==> src/rtl/clock_pkg.sv <==
// Shared alarm-clock definitions: FSM encoding, default timing parameters,
// time-of-day payload and timer sizing helper.
package clock_pkg;

  localparam int unsigned TIME_W          = 7;
  localparam int unsigned RING_SECS_DEF   = 60;
  localparam int unsigned SNOOZE_SECS_DEF = 300;
  localparam int unsigned MAX_SNOOZE_DEF  = 3;

  typedef enum logic [1:0] {
    IDLE    = 2'd0,
    ARMED   = 2'd1,
    RINGING = 2'd2,
    SNOOZE  = 2'd3
  } alarm_state_e;

  typedef struct packed {
    logic [TIME_W-1:0] hour;
    logic [TIME_W-1:0] min;
    logic [TIME_W-1:0] sec;
  } hms_t;

  // Bits needed to hold the longer of the two countdowns
  function automatic int unsigned timer_width(input int unsigned ring_secs,
                                              input int unsigned snooze_secs);
    int unsigned max_secs;
    max_secs = (ring_secs > snooze_secs) ? ring_secs : snooze_secs;
    return (max_secs == 0) ? 32'd1 : $clog2(max_secs + 32'd1);
  endfunction

endpackage

==> src/rtl/alarm_ctrl_if.sv <==
// Alarm controller signal bundle: time inputs, user controls and buzzer/status.
interface alarm_ctrl_if;
  import clock_pkg::*;

  logic              tick_1hz;
  logic [TIME_W-1:0] Sec_in;
  logic [TIME_W-1:0] Min_in;
  logic [TIME_W-1:0] Hour_in;
  logic [TIME_W-1:0] Sec_alm;
  logic [TIME_W-1:0] Min_alm;
  logic [TIME_W-1:0] Hour_alm;
  logic              alarm_en;
  logic              stop;
  logic              snooze;
  logic              music_out;
  logic [1:0]        state;
  logic [1:0]        snooze_cnt;

  modport slave (
    input  tick_1hz, Sec_in, Min_in, Hour_in, Sec_alm, Min_alm, Hour_alm,
           alarm_en, stop, snooze,
    output music_out, state, snooze_cnt
  );

  modport master (
    output tick_1hz, Sec_in, Min_in, Hour_in, Sec_alm, Min_alm, Hour_alm,
           alarm_en, stop, snooze,
    input  music_out, state, snooze_cnt
  );
endinterface

==> src/rtl/sec_timer.sv <==
// Loadable seconds down-counter; saturates at zero and flags it.
module sec_timer #(
  parameter int unsigned W = 9
) (
  input  logic         clk,
  input  logic         reset,
  input  logic         i_load,
  input  logic [W-1:0] i_load_val,
  input  logic         i_dec,
  output logic [W-1:0] o_count,
  output logic         o_zero
);

  logic [W-1:0] r_count;

  // Load has priority so a tick landing on a reload is dropped
  always_ff @(posedge clk or posedge reset) begin
    if (reset) begin
      r_count <= '0;
    end else if (i_load) begin
      r_count <= i_load_val;
    end else if (i_dec && (r_count != '0)) begin
      r_count <= r_count - W'(1);
    end
  end

  assign o_count = r_count;
  assign o_zero  = (r_count == '0);

endmodule

==> src/rtl/alarm_ctrl.sv <==
// Alarm controller: arms on enable, rings on a fresh time match, supports
// a limited number of snoozes and times out back to armed.
module alarm_ctrl
  import clock_pkg::*;
#(
  parameter int unsigned RING_SECS   = RING_SECS_DEF,
  parameter int unsigned SNOOZE_SECS = SNOOZE_SECS_DEF,
  parameter int unsigned MAX_SNOOZE  = MAX_SNOOZE_DEF
) (
  input  logic         clk,
  input  logic         reset,
  alarm_ctrl_if.slave  bus
);

  localparam int unsigned TW = timer_width(RING_SECS, SNOOZE_SECS);
  localparam int unsigned CW = 2;

  alarm_state_e  r_state, w_state_nxt;
  logic          r_music, w_music_nxt;
  logic [CW-1:0] r_snz_cnt, w_snz_cnt_nxt;
  logic          r_match;
  logic          r_low_seen;
  hms_t          w_now, w_alm;
  logic          w_eq, w_trigger, w_last;
  logic          w_tmr_load, w_tmr_dec, w_tmr_zero;
  logic [TW-1:0] w_tmr_val, w_tmr_count;

  assign w_now = '{hour: bus.Hour_in,  min: bus.Min_in,  sec: bus.Sec_in};
  assign w_alm = '{hour: bus.Hour_alm, min: bus.Min_alm, sec: bus.Sec_alm};
  assign w_eq  = (w_now == w_alm);

  // r_low_seen blocks a match that was already present when reset released
  always_ff @(posedge clk or posedge reset) begin
    if (reset) begin
      r_match    <= 1'b0;
      r_low_seen <= 1'b0;
    end else if (bus.tick_1hz) begin
      r_match <= w_eq;
      if (!w_eq) r_low_seen <= 1'b1;
    end
  end

  assign w_trigger = bus.tick_1hz && w_eq && !r_match && r_low_seen;
  assign w_last    = w_tmr_zero || (w_tmr_count == TW'(1));

  sec_timer #(.W(TW)) u_timer (
    .clk        (clk),
    .reset      (reset),
    .i_load     (w_tmr_load),
    .i_load_val (w_tmr_val),
    .i_dec      (w_tmr_dec),
    .o_count    (w_tmr_count),
    .o_zero     (w_tmr_zero)
  );

  always_ff @(posedge clk or posedge reset) begin
    if (reset) begin
      r_state   <= IDLE;
      r_music   <= 1'b0;
      r_snz_cnt <= '0;
    end else begin
      r_state   <= w_state_nxt;
      r_music   <= w_music_nxt;
      r_snz_cnt <= w_snz_cnt_nxt;
    end
  end

  // Next state; stop beats snooze, and any exit discards the coincident tick
  always_comb begin
    w_state_nxt   = r_state;
    w_music_nxt   = 1'b0;
    w_snz_cnt_nxt = r_snz_cnt;
    w_tmr_load    = 1'b0;
    w_tmr_val     = '0;
    w_tmr_dec     = 1'b0;
    if (!bus.alarm_en) begin
      w_state_nxt   = IDLE;
      w_snz_cnt_nxt = '0;
      w_tmr_load    = 1'b1;
    end else begin
      case (r_state)
        IDLE: w_state_nxt = ARMED;
        ARMED: begin
          if (w_trigger) begin
            w_state_nxt   = RINGING;
            w_music_nxt   = 1'b1;
            w_snz_cnt_nxt = '0;
            w_tmr_load    = 1'b1;
            w_tmr_val     = TW'(RING_SECS);
          end
        end
        RINGING: begin
          if (bus.stop) begin
            w_state_nxt   = ARMED;
            w_snz_cnt_nxt = '0;
            w_tmr_load    = 1'b1;
          end else if (bus.snooze && (r_snz_cnt < CW'(MAX_SNOOZE))) begin
            w_state_nxt   = SNOOZE;
            w_snz_cnt_nxt = r_snz_cnt + CW'(1);
            w_tmr_load    = 1'b1;
            w_tmr_val     = TW'(SNOOZE_SECS);
          end else if (bus.tick_1hz && w_last) begin
            w_state_nxt   = ARMED;
            w_snz_cnt_nxt = '0;
            w_tmr_load    = 1'b1;
          end else begin
            w_music_nxt = bus.tick_1hz ? !r_music : r_music;
            w_tmr_dec   = bus.tick_1hz;
          end
        end
        SNOOZE: begin
          if (bus.stop) begin
            w_state_nxt   = ARMED;
            w_snz_cnt_nxt = '0;
            w_tmr_load    = 1'b1;
          end else if (bus.tick_1hz && w_last) begin
            w_state_nxt = RINGING;
            w_music_nxt = 1'b1;
            w_tmr_load  = 1'b1;
            w_tmr_val   = TW'(RING_SECS);
          end else begin
            w_tmr_dec = bus.tick_1hz;
          end
        end
        default: w_state_nxt = IDLE;
      endcase
    end
  end

  assign bus.music_out  = r_music;
  assign bus.state      = r_state;
  assign bus.snooze_cnt = r_snz_cnt;

endmodule

==> src/flat_wrapper.sv <==
// flat-port wrapper written by rule: the top's interface ports become plain ports
module alarm_ctrl_flat import clock_pkg::*;
#(
  parameter int unsigned RING_SECS   = RING_SECS_DEF,
  parameter int unsigned SNOOZE_SECS = SNOOZE_SECS_DEF,
  parameter int unsigned MAX_SNOOZE  = MAX_SNOOZE_DEF
)
  (clk, reset, bus_tick_1hz, bus_Sec_in, bus_Min_in, bus_Hour_in, bus_Sec_alm, bus_Min_alm, bus_Hour_alm, bus_alarm_en, bus_stop, bus_snooze, bus_music_out, bus_state, bus_snooze_cnt);
  alarm_ctrl_if bus_i ();
  input  logic clk;
  input  logic reset;
  input wire logic [$bits(bus_i.tick_1hz)-1:0] bus_tick_1hz;
  input wire logic [$bits(bus_i.Sec_in)-1:0] bus_Sec_in;
  input wire logic [$bits(bus_i.Min_in)-1:0] bus_Min_in;
  input wire logic [$bits(bus_i.Hour_in)-1:0] bus_Hour_in;
  input wire logic [$bits(bus_i.Sec_alm)-1:0] bus_Sec_alm;
  input wire logic [$bits(bus_i.Min_alm)-1:0] bus_Min_alm;
  input wire logic [$bits(bus_i.Hour_alm)-1:0] bus_Hour_alm;
  input wire logic [$bits(bus_i.alarm_en)-1:0] bus_alarm_en;
  input wire logic [$bits(bus_i.stop)-1:0] bus_stop;
  input wire logic [$bits(bus_i.snooze)-1:0] bus_snooze;
  output wire logic [$bits(bus_i.music_out)-1:0] bus_music_out;
  output wire logic [$bits(bus_i.state)-1:0] bus_state;
  output wire logic [$bits(bus_i.snooze_cnt)-1:0] bus_snooze_cnt;
  assign bus_i.tick_1hz = bus_tick_1hz;
  assign bus_i.Sec_in = bus_Sec_in;
  assign bus_i.Min_in = bus_Min_in;
  assign bus_i.Hour_in = bus_Hour_in;
  assign bus_i.Sec_alm = bus_Sec_alm;
  assign bus_i.Min_alm = bus_Min_alm;
  assign bus_i.Hour_alm = bus_Hour_alm;
  assign bus_i.alarm_en = bus_alarm_en;
  assign bus_i.stop = bus_stop;
  assign bus_i.snooze = bus_snooze;
  assign bus_music_out = bus_i.music_out;
  assign bus_state = bus_i.state;
  assign bus_snooze_cnt = bus_i.snooze_cnt;
  alarm_ctrl #(.RING_SECS(RING_SECS), .SNOOZE_SECS(SNOOZE_SECS), .MAX_SNOOZE(MAX_SNOOZE)) u_core (.clk(clk), .reset(reset), .bus(bus_i));
endmodule
==> config.mk <==
export PLATFORM = sky130hd
export DESIGN_NAME = alarm_ctrl_flat
export DESIGN_NICKNAME = d
export VERILOG_FILES = /design/src/rtl/clock_pkg.sv /design/src/rtl/alarm_ctrl_if.sv /design/src/rtl/sec_timer.sv /design/src/rtl/alarm_ctrl.sv /design/src/flat_wrapper.sv
export SDC_FILE = /design/constraint.sdc
export NUM_CORES = 1
export LEC_CHECK = 0
export CAP_MARGIN = 20
export CORE_MARGIN = 2
export CORE_UTILIZATION = 32
export CTS_CLUSTER_DIAMETER = 120
export DETAILED_ROUTE_END_ITERATION = 16
export PLACE_DENSITY = 0.66
export SLEW_MARGIN = 20
export SYNTH_ARGS = -nofsm -noshare
export SYNTH_HDL_FRONTEND = slang
export SYNTH_SLANG_ARGS = --single-unit
==> constraint.sdc <==
create_clock -name clk -period 5 [get_ports clk]
set_input_delay 0.75 -clock clk [delete_from_list [all_inputs] [get_ports clk]]
set_output_delay 0.75 -clock clk [all_outputs]
set_load 0.02 [all_outputs]
==> results_dict.tcl, run 1 <==
set metrics [dict create \
    final_common_cell "clkdlybuf4s50_1" \
    yosysWarnings 0 \
    cp.arrival_ns 2.85 \
    dp_hpwl_mm 2.47 \
    path_class "input port to flip-flop" \
    tns_ns 0 \
    antenna_found_initial 0 \
    syn_avg_cell_area_um2 8.73 \
    slew_viol_final 0 \
    cp_slowest_stage_delay_ns 0.50 \
    post-route-min-period_ns 2.72 \
    grt_start_max_net_pins 17 \
    power_density_mw_per_mm2 310 \
    rsz0062_at_grt "no" \
    diodes 0 \
    die_x_um 66.7 \
    grt_pass1_wl_mm 5.15 \
    outcome "finished clean" \
    drc_errors 0 \
    ir_worst_vdd_mv 0.180 \
    setup_slack_ns 2.28 \
    seq_area_frac_synth_pct 31.8 \
    skew_ns 0.00259 \
    area_delta_synth_final_pct 49.2 \
    cts_made_buffers 3 \
    cpMaxStageDelayCell "o21ai_2" \
    io_pins 53 \
    port_buffers 52 \
    h-tree-depth 1 \
    rows 22 \
    power_w 0.000581 \
    synth-edff-count 0 \
    max_freq_mhz 367 \
    min_path_type "flip-flop to flip-flop" \
    fillers 354 \
    cp_common_cell "nand4_1" \
    maxCapViolCount 0 \
    insertion_delay_ns 0.25 \
    grt_overflow 0 \
    final_cell_mix "52 x clkdlybuf4s50_1, 17 x xnor2_1, 16 x dfrtp_1" \
    startpoint_type "input port" \
    via_per_inst 4.97 \
    synthDistinctLibCells 36 \
    postCtsSetupBuffers 0 \
    ys_seq_elements 16 \
    worstSetupEndpointType "flip-flop" \
    leakagePower_nw 0.744 \
    cts_tree "done" \
    period_share_pct 54.4 \
    post_drt_wl_per_cell_um 12.6 \
    place_ws_ns 2.00 \
    wirelength_mm 3.08 \
    hold_viol_final 0 \
    core_area_mm2 0.00372 \
    die-area_mm2 0.00445 \
    max_slew_margin_pct 59.0 \
    synthesis.nets 196 \
    gp_congestion 0.829 \
    syn_area_mm2 0.00126 \
    vias 1217 \
    grt_usage_pct 14.7 \
    grt_pass1_vias 1243 \
    firstDrtPassIters 4 \
    rrSetupSlack_ns 2.65 \
    synth_flop_cell "dfrtp_1" \
    clock_sinks 16 \
    ant_nets 0 \
    cts_max_path_buffers 2 \
    die_h_um 66.7 \
    root_buffer "clkbuf_8" \
    final_nets 250 \
    drive_gt1_share_pct 6.09 \
    clk_pin_slew_ns 0.06 \
    worstMarginPinSlew_ns 0.615 \
    async_reset_ff_share_pct 100 \
    hold_buffers 0 \
    post_cts_resized 0 \
    initial_core_util_pct 33.8 \
    worstPathRequired_ns 5.13 \
    worstPathMaxFanout 12 \
    finalSetupViolCount 0 \
    first_iter_violations 25 \
    crit_chain "clkdlybuf4s50_1 > xnor2_1 > nand4_1 > nor4_1 > nand4_1 > o21ai_2 > nor2b_1 > nor3_1" \
    syn_inst 144 \
]
==> cells by family (layout without fill, tap and decap cells) <==
kind of cell    count (synthesis)  in the layout  share of synthesized area (%)
xor+xnor                       24             24                           16.7
mux                             2              2                           1.69
flops                          16             16                           31.8
buf+inv                        13             66                           4.68
compound gates                 22             22                           13.8
simple gates                   63             63                           27.3
fa+ha+maj                       4              4                           3.98
==> final timing paths <==
path,cells past startpoint,from,endpoint
setup / recovery,8,bus_Min_alm[6],u_core.u_timer.o_count[2]$_DFFE_PP0P_
hold / removal,1,u_core.r_low_seen$_DFFE_PP0P_,u_core.r_low_seen$_DFFE_PP0P_
setup reg to reg,7,u_core.u_timer.o_count[5]$_DFFE_PP0P_,u_core.u_timer.o_count[2]$_DFFE_PP0P_
hold reg to reg,1,u_core.r_low_seen$_DFFE_PP0P_,u_core.r_low_seen$_DFFE_PP0P_
max in group asynchronous,2,reset,u_core.u_timer.o_count[1]$_DFFE_PP0P_
min in group asynchronous,2,reset,u_core.r_match$_DFFE_PP0P_
==> power breakdown <==
part / internal (W) / switching, W
combinational: 0.000144 / 0.000128
clock: 0.0000698 / 0.0000445
sequential: 0.000156 / 0.0000385
total: 0.000370 / 0.000211
==> per-layer routing <==
layer	share of wire (%)	up-vias	global-route usage [%]
li1	-	613	-
met1	42	557	16.4
met2	47	45	27.8
met3	11	2	3.04
met4	0.58	0	4.59
met5	0	-	0
==> sequential cells by signal, summed over array words and instances, names as in the netlist <==
name	cells
u_core.u_timer.o_count	9
u_core.r_low_seen	1
u_core.r_match	1
u_core.bus.music_out	1
u_core.bus.snooze_cnt	2
u_core.bus.state	2
==> synthesized netlist by cell type, types with 2 or more instances <==
library cell / number / area (µm²)
xnor2_1: 17 / 149
dfrtp_1: 16 / 400
nor2_1: 13 / 48.8
nor3_1: 13 / 65.1
inv_1: 9 / 33.8
nand2_1: 8 / 30.0
nand3_1: 8 / 40.0
xor2_1: 7 / 61.3
nand4_1: 6 / 37.5
ha_1: 4 / 50.1
a21o_1: 3 / 22.5
a21oi_1: 3 / 15.0
and3_1: 3 / 18.8
nor2b_1: 3 / 18.8
nor3b_1: 3 / 22.5
o31ai_1: 3 / 22.5
a22o_1: 2 / 17.5
a31oi_1: 2 / 12.5
buf_2: 2 / 10.0
o21ai_0: 2 / 10.0
o22a_1: 2 / 17.5
==> stage by stage <==
step	hold slack [ns]	utilization, %	cells	instance area, µm²
after floorplan	0.421	-	144	1260
after global placement	0.436	49.0	241	1820
after detailed placement	0.457	49.0	241	1820
after CTS	0.471	50.5	245	1880
after global routing	0.484	50.5	245	1880
final	0.465	50.5	245	1880
==> final cells by class <==
cell class / count / area, µm² / area share [%]
multi-input combinational: 115 / 798 / 42.6
timing repair buffer: 53 / 528 / 28.2
sequential: 16 / 400 / 21.3
tap: 48 / 60.1 / 3.20
clock buffer: 4 / 55.1 / 2.94
inverter: 9 / 33.8 / 1.80
==> critical path, delay by kind of cell <==
family | cells | cell delay [ns]
AND/OR/NAND/NOR | 5 | 0.99
buffers and inverters | 1 | 0.48
XOR/XNOR | 1 | 0.12
AO/OA/AOI/OAI | 1 | 0.50
(Power assumes the default switching activity.)
==> inputs of run 2 (changes only) <==
- clock period: 5 -> 2.6 ns (I/O delays scaled with it)
==> results_dict.tcl, run 2 (synthesis gave the netlist of run 1 again) <==
set metrics [dict create \
    hold_buffers 0 \
    gp_congestion 0.899 \
    crit_chain "or4_4 > nor4b_4 > nand2_2 > a22o_1 > o21ai_2 > buf_4 > a31oi_1 > o22a_1" \
    post-route-min-period_ns 2.28 \
    leakagePower_nw 0.768 \
    rsz0062_at_grt "no" \
    max_slew_margin_pct 56.6 \
    skew_ns 0.00536 \
    drive_gt1_share_pct 8.42 \
    crit_buf_inv 1 \
    hold_viol_final 0 \
    wirelength_mm 3.19 \
    io_pins 53 \
    worstPathRequired_ns 2.74 \
    slew_viol_final 0 \
    root_buffer "clkbuf_8" \
    ir_worst_vdd_mv 0.331 \
    finalSetupViolCount 0 \
    cp.arrival_ns 2.42 \
    final_area_mm2 0.00191 \
    first_iter_violations 25 \
    path_class "flip-flop to flip-flop" \
    post_cts_resized 0 \
    initial_core_util_pct 33.8 \
    die_x_um 66.7 \
    cp_slowest_stage_delay_ns 0.56 \
    worstMarginPinSlew_ns 0.646 \
    cts_made_buffers 3 \
    outcome "finished clean" \
    fillers 336 \
    core_area_mm2 0.00372 \
    die-area_mm2 0.00445 \
    clock_sinks 16 \
    grt_start_max_net_pins 17 \
    power_w 0.00115 \
    cpLargestDelayFamily "simple AND/OR/NAND/NOR gates" \
    clk_pin_slew_ns 0.07 \
    grt_usage_pct 15.7 \
    antenna_found_initial 0 \
    grt_pass1_vias 1259 \
    post_drt_wl_per_cell_um 12.8 \
    min_path_type "flip-flop to flip-flop" \
    grt_overflow 0 \
    cts_max_path_buffers 2 \
    drc_errors 0 \
    tns_ns 0 \
    diodes 0 \
    largest_register_ffs 9 \
    worstPathMaxFanout 6 \
    postCtsSetupBuffers 0 \
    final_common_cell "clkdlybuf4s50_1" \
    max_freq_mhz 439 \
    startpoint_type "flip-flop" \
    area_delta_synth_final_pct 52.1 \
    die_h_um 66.7 \
    grt_pass1_wl_mm 5.38 \
    rows 22 \
    ff_latch_area_um2 400 \
    maxCapViolCount 0 \
    worstSetupEndpointType "flip-flop" \
    power_density_mw_per_mm2 601 \
    cts_tree "done" \
    ant_nets 0 \
    multi_input_area_um2 798 \
    h-tree-depth 1 \
    final_cell_mix "52 x clkdlybuf4s50_1, 17 x xnor2_1, 16 x dfrtp_1" \
    insertion_delay_ns 0.25 \
    via_per_inst 5.00 \
    firstDrtPassIters 4 \
    final_nets 255 \
    dpl_cell_area_mm2 0.00186 \
    dp_hpwl_mm 2.54 \
    vias 1249 \
    port_buffers 52 \
    period_share_pct 87.6 \
    cpMaxStageDelayCell "or4_4" \
]
[run 2: cell count changes in the layout (fill, tap and decap cells not counted), sizes merged]
| cell | change |
|---|---|
| buf | +5 |
[run 2: cell type report]
type	count	area share, %
clock buffers	4	2.88
flip-flops and latches	16	20.9
multi-input cells	115	41.7
inverters	9	1.77
repair buffers	58	29.6
well taps	48	3.14
[run 2: power breakdown]
group	internal (W)	switching (W)	total [W]
Combinational	0.000292	0.000258	0.000549
Clock	0.000134	0.0000911	0.000226
Sequential	0.000299	0.0000748	0.000374
[run 2: worst reg2reg max path, cell delays in order (launching register included)]
cell and delay [ns]:
dfrtp_1 0.44, or4_4 0.56, nor4b_4 0.31, nand2_2 0.13, a22o_1 0.20, o21ai_2 0.08
buf_4 0.17, a31oi_1 0.04, o22a_1 0.22
[run 2: layer usage]
metal / GRT usage [%] / vias to the layer above / share of wire, %
met5: 0 / - / 0
met1: 18.1 / 578 / 43
met3: 3.89 / 5 / 10
met4: 7.14 / 0 / 1.3
met2: 27.1 / 43 / 46
li1: - / 623 / -
[run 2: final timing paths]
check,from,end,slack (ns),cells after the start
setup / recovery,u_core.u_timer.o_count[5]$_DFFE_PP0P_,u_core.u_timer.o_count[8]$_DFFE_PP0P_,0.32,8
hold / removal,u_core.r_low_seen$_DFFE_PP0P_,u_core.r_low_seen$_DFFE_PP0P_,0.45,1
setup reg to reg,u_core.u_timer.o_count[5]$_DFFE_PP0P_,u_core.u_timer.o_count[8]$_DFFE_PP0P_,0.32,8
hold reg to reg,u_core.r_low_seen$_DFFE_PP0P_,u_core.r_low_seen$_DFFE_PP0P_,0.45,1
max in group asynchronous,reset,u_core.bus.music_out$_DFFE_PP0P_,1.68,2
min in group asynchronous,reset,u_core.u_timer.o_count[5]$_DFFE_PP0P_,0.51,2
[run 2: metrics by stage]
step           setup slack, ns  std cells  hold WS (ns)  utilization, %
2_1_floorplan            0.505        144         0.304               -
5_1_grt                 0.0752        250         0.486            51.5
4_1_cts                  0.264        250         0.457            51.5
3_5_place_dp            0.0442        246         0.441            50.0
6_report                 0.322        250         0.455            51.5
3_3_place_gp             0.184        246         0.433            50.0
==> inputs of run 3 (changes only) <==
- CORE_MARGIN: 2 -> default
==> results_dict.tcl, run 3 (synthesis gave the netlist of run 1 again) <==
set metrics [dict create \
    antenna_found_initial 0 \
    crit_buf_inv 1 \
    insertion_delay_ns 0.26 \
    cp_slowest_stage_delay_ns 0.56 \
    fillers 356 \
    core_area_mm2 0.00372 \
    grt_pass1_wl_mm 5.23 \
    cpMaxStageDelayCell "or4_4" \
    tns_ns 0 \
    min_path_type "flip-flop to flip-flop" \
    power_density_mw_per_mm2 601 \
    via_per_inst 5.01 \
    worstSetupEndpointType "flip-flop" \
    die_x_um 64.7 \
    skew_ns 0.00400 \
    max_freq_mhz 426 \
    grt_usage_pct 16.0 \
    ant_nets 0 \
    period_share_pct 90.4 \
    hold_buffers 0 \
    cts_tree "done" \
    clk_pin_slew_ns 0.07 \
    drive_gt1_share_pct 7.04 \
    vias 1238 \
    outcome "finished clean" \
    setup_slack_ns 0.250 \
    slew_viol_final 0 \
    largest_register_ffs 9 \
    h-tree-depth 1 \
    port_buffers 52 \
    cts_max_path_buffers 2 \
    diodes 0 \
    final_nets 252 \
    rsz0062_at_grt "no" \
    hold_viol_final 0 \
    grt_pass1_vias 1214 \
    cp.arrival_ns 2.49 \
    path_class "flip-flop to flip-flop" \
    final_common_cell "clkdlybuf4s50_1" \
    postCtsSetupBuffers 0 \
    maxCapViolCount 0 \
    max_slew_margin_pct 60.3 \
    post_drt_wl_per_cell_um 12.7 \
    place_ws_ns 0.147 \
    post-route-min-period_ns 2.35 \
    dp_hpwl_mm 2.46 \
    final_cell_mix "52 x clkdlybuf4s50_1, 17 x xnor2_1, 16 x dfrtp_1" \
    rows 22 \
    cts_made_buffers 3 \
    worstPathRequired_ns 2.74 \
    worstPathMaxFanout 12 \
    die-area_mm2 0.00418 \
    wirelength_mm 3.14 \
    area_delta_synth_final_pct 50.3 \
    grt_start_max_net_pins 17 \
    worstMarginPinSlew_ns 0.595 \
    cpLargestDelayFamily "simple AND/OR/NAND/NOR gates" \
    io_pins 53 \
    crit_chain "or4_4 > nor4b_4 > nand2_2 > a22o_1 > o21ai_2 > buf_4 > nor2b_1 > nor3_1" \
    grt_overflow 0 \
    root_buffer "clkbuf_8" \
    leakagePower_nw 0.754 \
    clock_sinks 16 \
    finalSetupViolCount 0 \
    gp_congestion 0.833 \
    die_h_um 64.7 \
    firstDrtPassIters 5 \
    startpoint_type "flip-flop" \
    ir_worst_vdd_mv 0.366 \
    first_iter_violations 22 \
    post_cts_resized 0 \
    drc_errors 0 \
    initial_core_util_pct 33.8 \
]
-- run 3: changes by cell type in the layout (fill, tap and decap cells not counted), sizes merged --
| cell | delta |
|---|---|
| buf | -3 |
-- run 3: metal layers --
layer / vias to the layer above / routed length (µm) / track usage (%)
met4: 0 / 61 / 8.06
met1: 559 / 1430 / 19.6
met3: 7 / 270 / 3.35
met2: 55 / 1380 / 26.3
li1: 617 / - / -
met5: - / 0 / 0
-- run 3: where the power goes --
group | internal, W | leakage [nW] | total, W | switching [W]
registers | 0.000300 | 0.211 | 0.000376 | 0.0000764
clock network | 0.000135 | 0.0288 | 0.000228 | 0.0000928
logic | 0.000282 | 0.514 | 0.000533 | 0.000251
total | 0.000716 | 0.754 | 0.00114 | 0.000421
-- run 3: layout make-up --
cell class              count  area, µm²  share of cell area [%]
clock buffers               4       55.1                    2.91
repair buffers             55        543                    28.7
well taps                  48       60.1                    3.18
flip-flops and latches     16        400                    21.2
inverters                   9       33.8                    1.79
multi-input cells         115        798                    42.2
-- run 3: worst reg2reg max path: cells and delay by family (launching register included) --
kind / cells / cell delay [ns]
flip-flops: 1 / 0.44
buffers and inverters: 1 / 0.21
AO/OA/AOI/OAI: 2 / 0.28
AND/OR/NAND/NOR: 5 / 1.32
-- run 3: worst paths after layout --
check / startpoint / to / slack, ns / cells past startpoint
setup / recovery: u_core.u_timer.o_count[5]$_DFFE_PP0P_ / u_core.u_timer.o_count[2]$_DFFE_PP0P_ / 0.25 / 8
hold reg to reg: u_core.r_low_seen$_DFFE_PP0P_ / u_core.r_low_seen$_DFFE_PP0P_ / 0.46 / 1
hold / removal: u_core.r_low_seen$_DFFE_PP0P_ / u_core.r_low_seen$_DFFE_PP0P_ / 0.46 / 1
setup reg to reg: u_core.u_timer.o_count[5]$_DFFE_PP0P_ / u_core.u_timer.o_count[2]$_DFFE_PP0P_ / 0.25 / 8
max in group asynchronous: reset / u_core.u_timer.o_count[8]$_DFFE_PP0P_ / 1.71 / 2
min in group asynchronous: reset / u_core.r_low_seen$_DFFE_PP0P_ / 0.50 / 2
-- run 3: stage by stage --
| stage | cells | utilization (%) | cell area, µm² | hold WS, ns | total power [W] |
|---|---|---|---|---|---|
| 2_1_floorplan | 144 | - | 1260 | 0.304 | 0.000743 |
| 3_3_place_gp | 243 | 49.4 | 1840 | 0.432 | 0.000899 |
| 3_5_place_dp | 243 | 49.4 | 1840 | 0.449 | 0.000909 |
| 4_1_cts | 247 | 50.9 | 1890 | 0.464 | 0.00114 |
| 5_1_grt | 247 | 50.9 | 1890 | 0.483 | 0.00122 |
| 6_report | 247 | 50.9 | 1890 | 0.464 | 0.00114 |
==> edit 1, RTL diff (flow settings as in run 3) <==
Set the package constant `TIME_W` to 5 (it was 7).
--- a/src/rtl/clock_pkg.sv
+++ b/src/rtl/clock_pkg.sv
@@ -2,7 +2,7 @@
 // time-of-day payload and timer sizing helper.
 package clock_pkg;
 
-  localparam int unsigned TIME_W          = 7;
+  localparam int unsigned TIME_W          = 5;
   localparam int unsigned RING_SECS_DEF   = 60;
   localparam int unsigned SNOOZE_SECS_DEF = 300;
   localparam int unsigned MAX_SNOOZE_DEF  = 3;
Interface: changed (6 resized); port bits go from 53 to 41. No check against the original RTL was run, so the function may have changed too.
==> edit 1 against run 3 <==
Wire length fell by 6.4%. Critical endpoint is now u_core.u_timer.o_count[3]. Setup slack gained 290 ps. Critical path depth down 2. Cell area is 7.5% lower. Sequential cell count did not move. Fmax up 14%. Sequential power decreased by 13%. Area after synthesis fell by 2.2%. Total power is 17% lower. Largest cell class unchanged. Largest power group unchanged.
==> edit 1: results (changes against run 3) <==
met2 usage=29.5% (+3.2 points); Port Buffers=40 (-23%); Worst setup startpoint=u_core.u_timer.o_count[3]; Worst EP arrival=2230 ps (-260 ps); post-DP HPWL=2.38 mm (-3.0%); vias in the first global route=1159 (-4.5%); layout cells sized above 1=11.3% (+4.3 points); Synth cell types=44 (+22%); most instantiated cells after synthesis=dfrtp_1 (16), xnor2_1 (15), nand2_1 (11); DRT Wirelength=2.94 mm (-6.4%); drt first pass iters=4 (-1); Register-to-Register Setup Slack=540 ps (+290 ps); status=complete, no violations; relative slew slack=59.1% (-1.2 points); vias=1130 (-8.7%); Static Leak=0.000688 µW (-8.7%); Reg2Reg Depth=6 (-2); VDD IR max=0.326 mV (-11%); YS warnings=0 (unchanged); M1 GR Usage=18.6% (-1.0 points); Root Driver=clkbuf_8; Crit path largest cell delay=590 ps (+30 ps); GR Layer Usage met3=4.11% (+0.76 points); crit path max fanout=8 (-4); Synthesized Nets=174 (-11%); reg-to-reg critical path endpoint=u_core.u_timer.o_count[3]; GP Congestion=0.870 (+4.5%); gr usage total=16.2% (+0.24 points); total clock buffers created by CTS=3 (unchanged); initial antenna violation count=0 (unchanged); worst min path class=register to register; wire length of the first global-routing pass=5.20 mm (-0.54%); Synth area leaders=dfrtp_1 (33%), xnor2_1 (11%), xor2_1 (5.0%); layout net count=218 (-13%); Crit-path slowest cell=nor4_2; initial DRC count=73 (+230%)
[edit 1: where the power goes]
part           switching [µW]  internal (µW)  leakage [µW]
Sequential               46.7            279      0.000213
Clock                    94.4            135     0.0000288
Combinational             185            198      0.000446
Total                     326            612      0.000688
[edit 1: cell type report]
type | instances | area [µm²]
Multi-Input combinational cell | 107 | 779
Sequential cell | 16 | 400
Timing Repair Buffer | 44 | 430
Inverter | 6 | 22.5
Fill cell | 344 | 1910
Clock buffer | 4 | 55.1
Tap cell | 48 | 60.1
[edit 1: how the worst min path moves through the flow]
stage                                 start                    to  slack, ps  cells past startpoint
final                     u_core.r_low_seen     u_core.r_low_seen        480                      1
after floorplan                       reset  u_core.bus.music_out        300                      1
after global placement    u_core.r_low_seen     u_core.r_low_seen        460                      1
after global routing      u_core.r_low_seen     u_core.r_low_seen        520                      1
after detailed placement  u_core.r_low_seen     u_core.r_low_seen        470                      1
after CTS                 u_core.r_low_seen     u_core.r_low_seen        490                      1
[edit 1: stage by stage]
| stage | utilization, % | setup slack, ps | instances | instance area, µm² | hold WS (ps) |
|---|---|---|---|---|---|
| finish | 47.7 | 537 | 225 | 1750 | 479 |
| global route | 47.7 | 406 | 225 | 1750 | 517 |
| CTS | 47.7 | 556 | 225 | 1750 | 487 |
| detailed placement | 46.2 | 326 | 221 | 1690 | 469 |
| global placement | 46.2 | 333 | 221 | 1690 | 459 |
| floorplan | - | 568 | 134 | 1230 | 304 |
[edit 1: worst reg2reg max path, cell delays in order (launching register included)]
cell	delay [ps]
dfrtp_1	420
nor4_2	590
and4_1	380
o21ai_1	90
nand2_1	90
a31o_2	210
a2bb2oi_1	200
[edit 1: kinds of logic after synthesis]
kind of cell / after synthesis / synth area share [%]
AOI/OAI and AO/OA: 29 / 18.7
xor gates and xnor gates: 22 / 15.7
adders and majority gates: 4 / 4.07
buffers and inverters: 11 / 4.07
DFF: 16 / 32.6
muxes: 2 / 1.83
and+or+nand+nor: 50 / 23.1
[edit 1: layer usage]
metal,part of all wire [%],up-vias
met2,55,18
met1,41,545
met4,1.4,0
met5,0,-
met3,3.3,7
li1,-,560
==> edit 2, RTL diff (config.mk and constraints of run 3) <==
Without the edit above. Make the reset (`reset`) synchronous in 3 clocked blocks.
--- a/src/rtl/sec_timer.sv
+++ b/src/rtl/sec_timer.sv
@@ -14,7 +14,7 @@
   logic [W-1:0] r_count;
 
   // Load has priority so a tick landing on a reload is dropped
-  always_ff @(posedge clk or posedge reset) begin
+  always_ff @(posedge clk) begin
     if (reset) begin
       r_count <= '0;
     end else if (i_load) begin
--- a/src/rtl/alarm_ctrl.sv
+++ b/src/rtl/alarm_ctrl.sv
@@ -30,7 +30,7 @@
   assign w_eq  = (w_now == w_alm);
 
   // r_low_seen blocks a match that was already present when reset released
-  always_ff @(posedge clk or posedge reset) begin
+  always_ff @(posedge clk) begin
     if (reset) begin
       r_match    <= 1'b0;
       r_low_seen <= 1'b0;
@@ -53,7 +53,7 @@
     .o_zero     (w_tmr_zero)
   );
 
-  always_ff @(posedge clk or posedge reset) begin
+  always_ff @(posedge clk) begin
     if (reset) begin
       r_state   <= IDLE;
       r_music   <= 1'b0;
Check against the original RTL: differs if reset is asserted again (counterexample within 4 cycles, from zero or initial values and one cycle with reset high); with reset held inactive, the same outputs for 10 cycles.
==> edit 2 against run 3 <==
Wire length increased by 10%. Cell area is 2.6% lower. Sequential cell count unchanged. Via count up 3.7%. Area after synthesis is 3.3% lower. Setup slack gained 140 ps. Global-route usage increased by 2.9 points.
Power is not compared: it rests on default switching activity, and its combinational part moved more than twofold at a synthesized area within 25%.
==> edit 2: results (changes against run 3) <==
status=complete, no violations; Crit path largest cell delay=480 ps (-80 ps); fillers=374 (+5.1%); layout cells sized above 1=7.88% (+0.85 points); Reg area=320 µm² (-20%); complex-gate fraction of the synthesized area=18.2% (+4.4 points); post-place setup slack=120 ps (-27.2 ps); Cell Area, Placed=1800 µm² (-2.0%); Slew @ Worst Pin=414 ps (-181 ps); nonclk inv count=5 (-4); Crit-path slowest cell=clkdlybuf4s50_1; M1 GR Usage=21.6% (+2.1 points); vias=1284 (+3.7%); Register-to-Register Setup Slack=470 ps (+220 ps); initial DRC count=46 (+110%); Vias per Instance=5.12 (+2.1%); fraction of area in multi-input gates=46.6% (+4.3 points); Synthesized Nets=200 (+2.0%); GP Congestion=0.857 (+2.9%); skew final=1.64 ps (-2.36 ps); met3 wire length=85 µm (-69%); Synth area leaders=dfxtp_1 (26%), xnor2_1 (14%), nand2_1 (4.3%); XOR/XNOR Fraction of Synth Area=18.0% (+1.3 points); buffering overhead=29.5% (+0.78 points); Worst EP arrival=2410 ps (-80 ps); layout net count=257 (+2.0%); met1 WL=1.46 mm (+2.5%); DRT Wirelength=3.47 mm (+10%); GR Layer Usage met3=4.17% (+0.82 points); Primary FF master, synth=dfxtp_1; Clock-cell share=2.24% (-0.67 points); sequential area share after synthesis=26.3% (-5.5 points); CP top delay family=compound AO/OA/AOI/OAI gates; gr usage total=18.8% (+2.9 points); wire length of the first global-routing pass=5.95 mm (+14%); FFs w/ async S/R, synth=0% (-100 points); final std cell area, no fill=1840 µm² (-2.6%); Placed Cells=248 (+2.1%); metal2 WL=1.90 mm (+38%); largest net degree at the start of global routing=10 (-7); crit path max fanout=6 (-6); synthesized-area fraction occupied by adder cells=4.12% (+0.14 points); drt first pass iters=4 (-1); most instantiated cells after synthesis=xnor2_1 (19), dfxtp_1 (16), nand2_1 (14), nor2_1 (14), nor3_1 (9)
-- edit 2: cell types whose count changed after synthesis, moves of 3 or more --
| cell | before | now |
|---|---|---|
| o21a_1 | 0 | 3 |
| o31ai_1 | 3 | 0 |
| a21oi_1 | 3 | 6 |
| nand2_1 | 8 | 14 |
| inv_1 | 9 | 5 |
| nor3b_1 | 3 | 0 |
| nand2b_1 | 0 | 3 |
| dfxtp_1 | 0 | 16 |
| nor3_1 | 13 | 9 |
| dfrtp_1 | 16 | 0 |
| nand3_1 | 8 | 4 |
-- edit 2: worst paths after layout --
check                                          startpoint                   endpoint  cells past startpoint
worst max-delay path                       bus_Hour_in[0]  u_core.u_timer.o_count[5]                      8
worst min-delay path                    u_core.r_low_seen          u_core.r_low_seen                      2
worst max register to register  u_core.u_timer.o_count[0]  u_core.u_timer.o_count[5]                      8
worst min register to register          u_core.r_low_seen          u_core.r_low_seen                      2
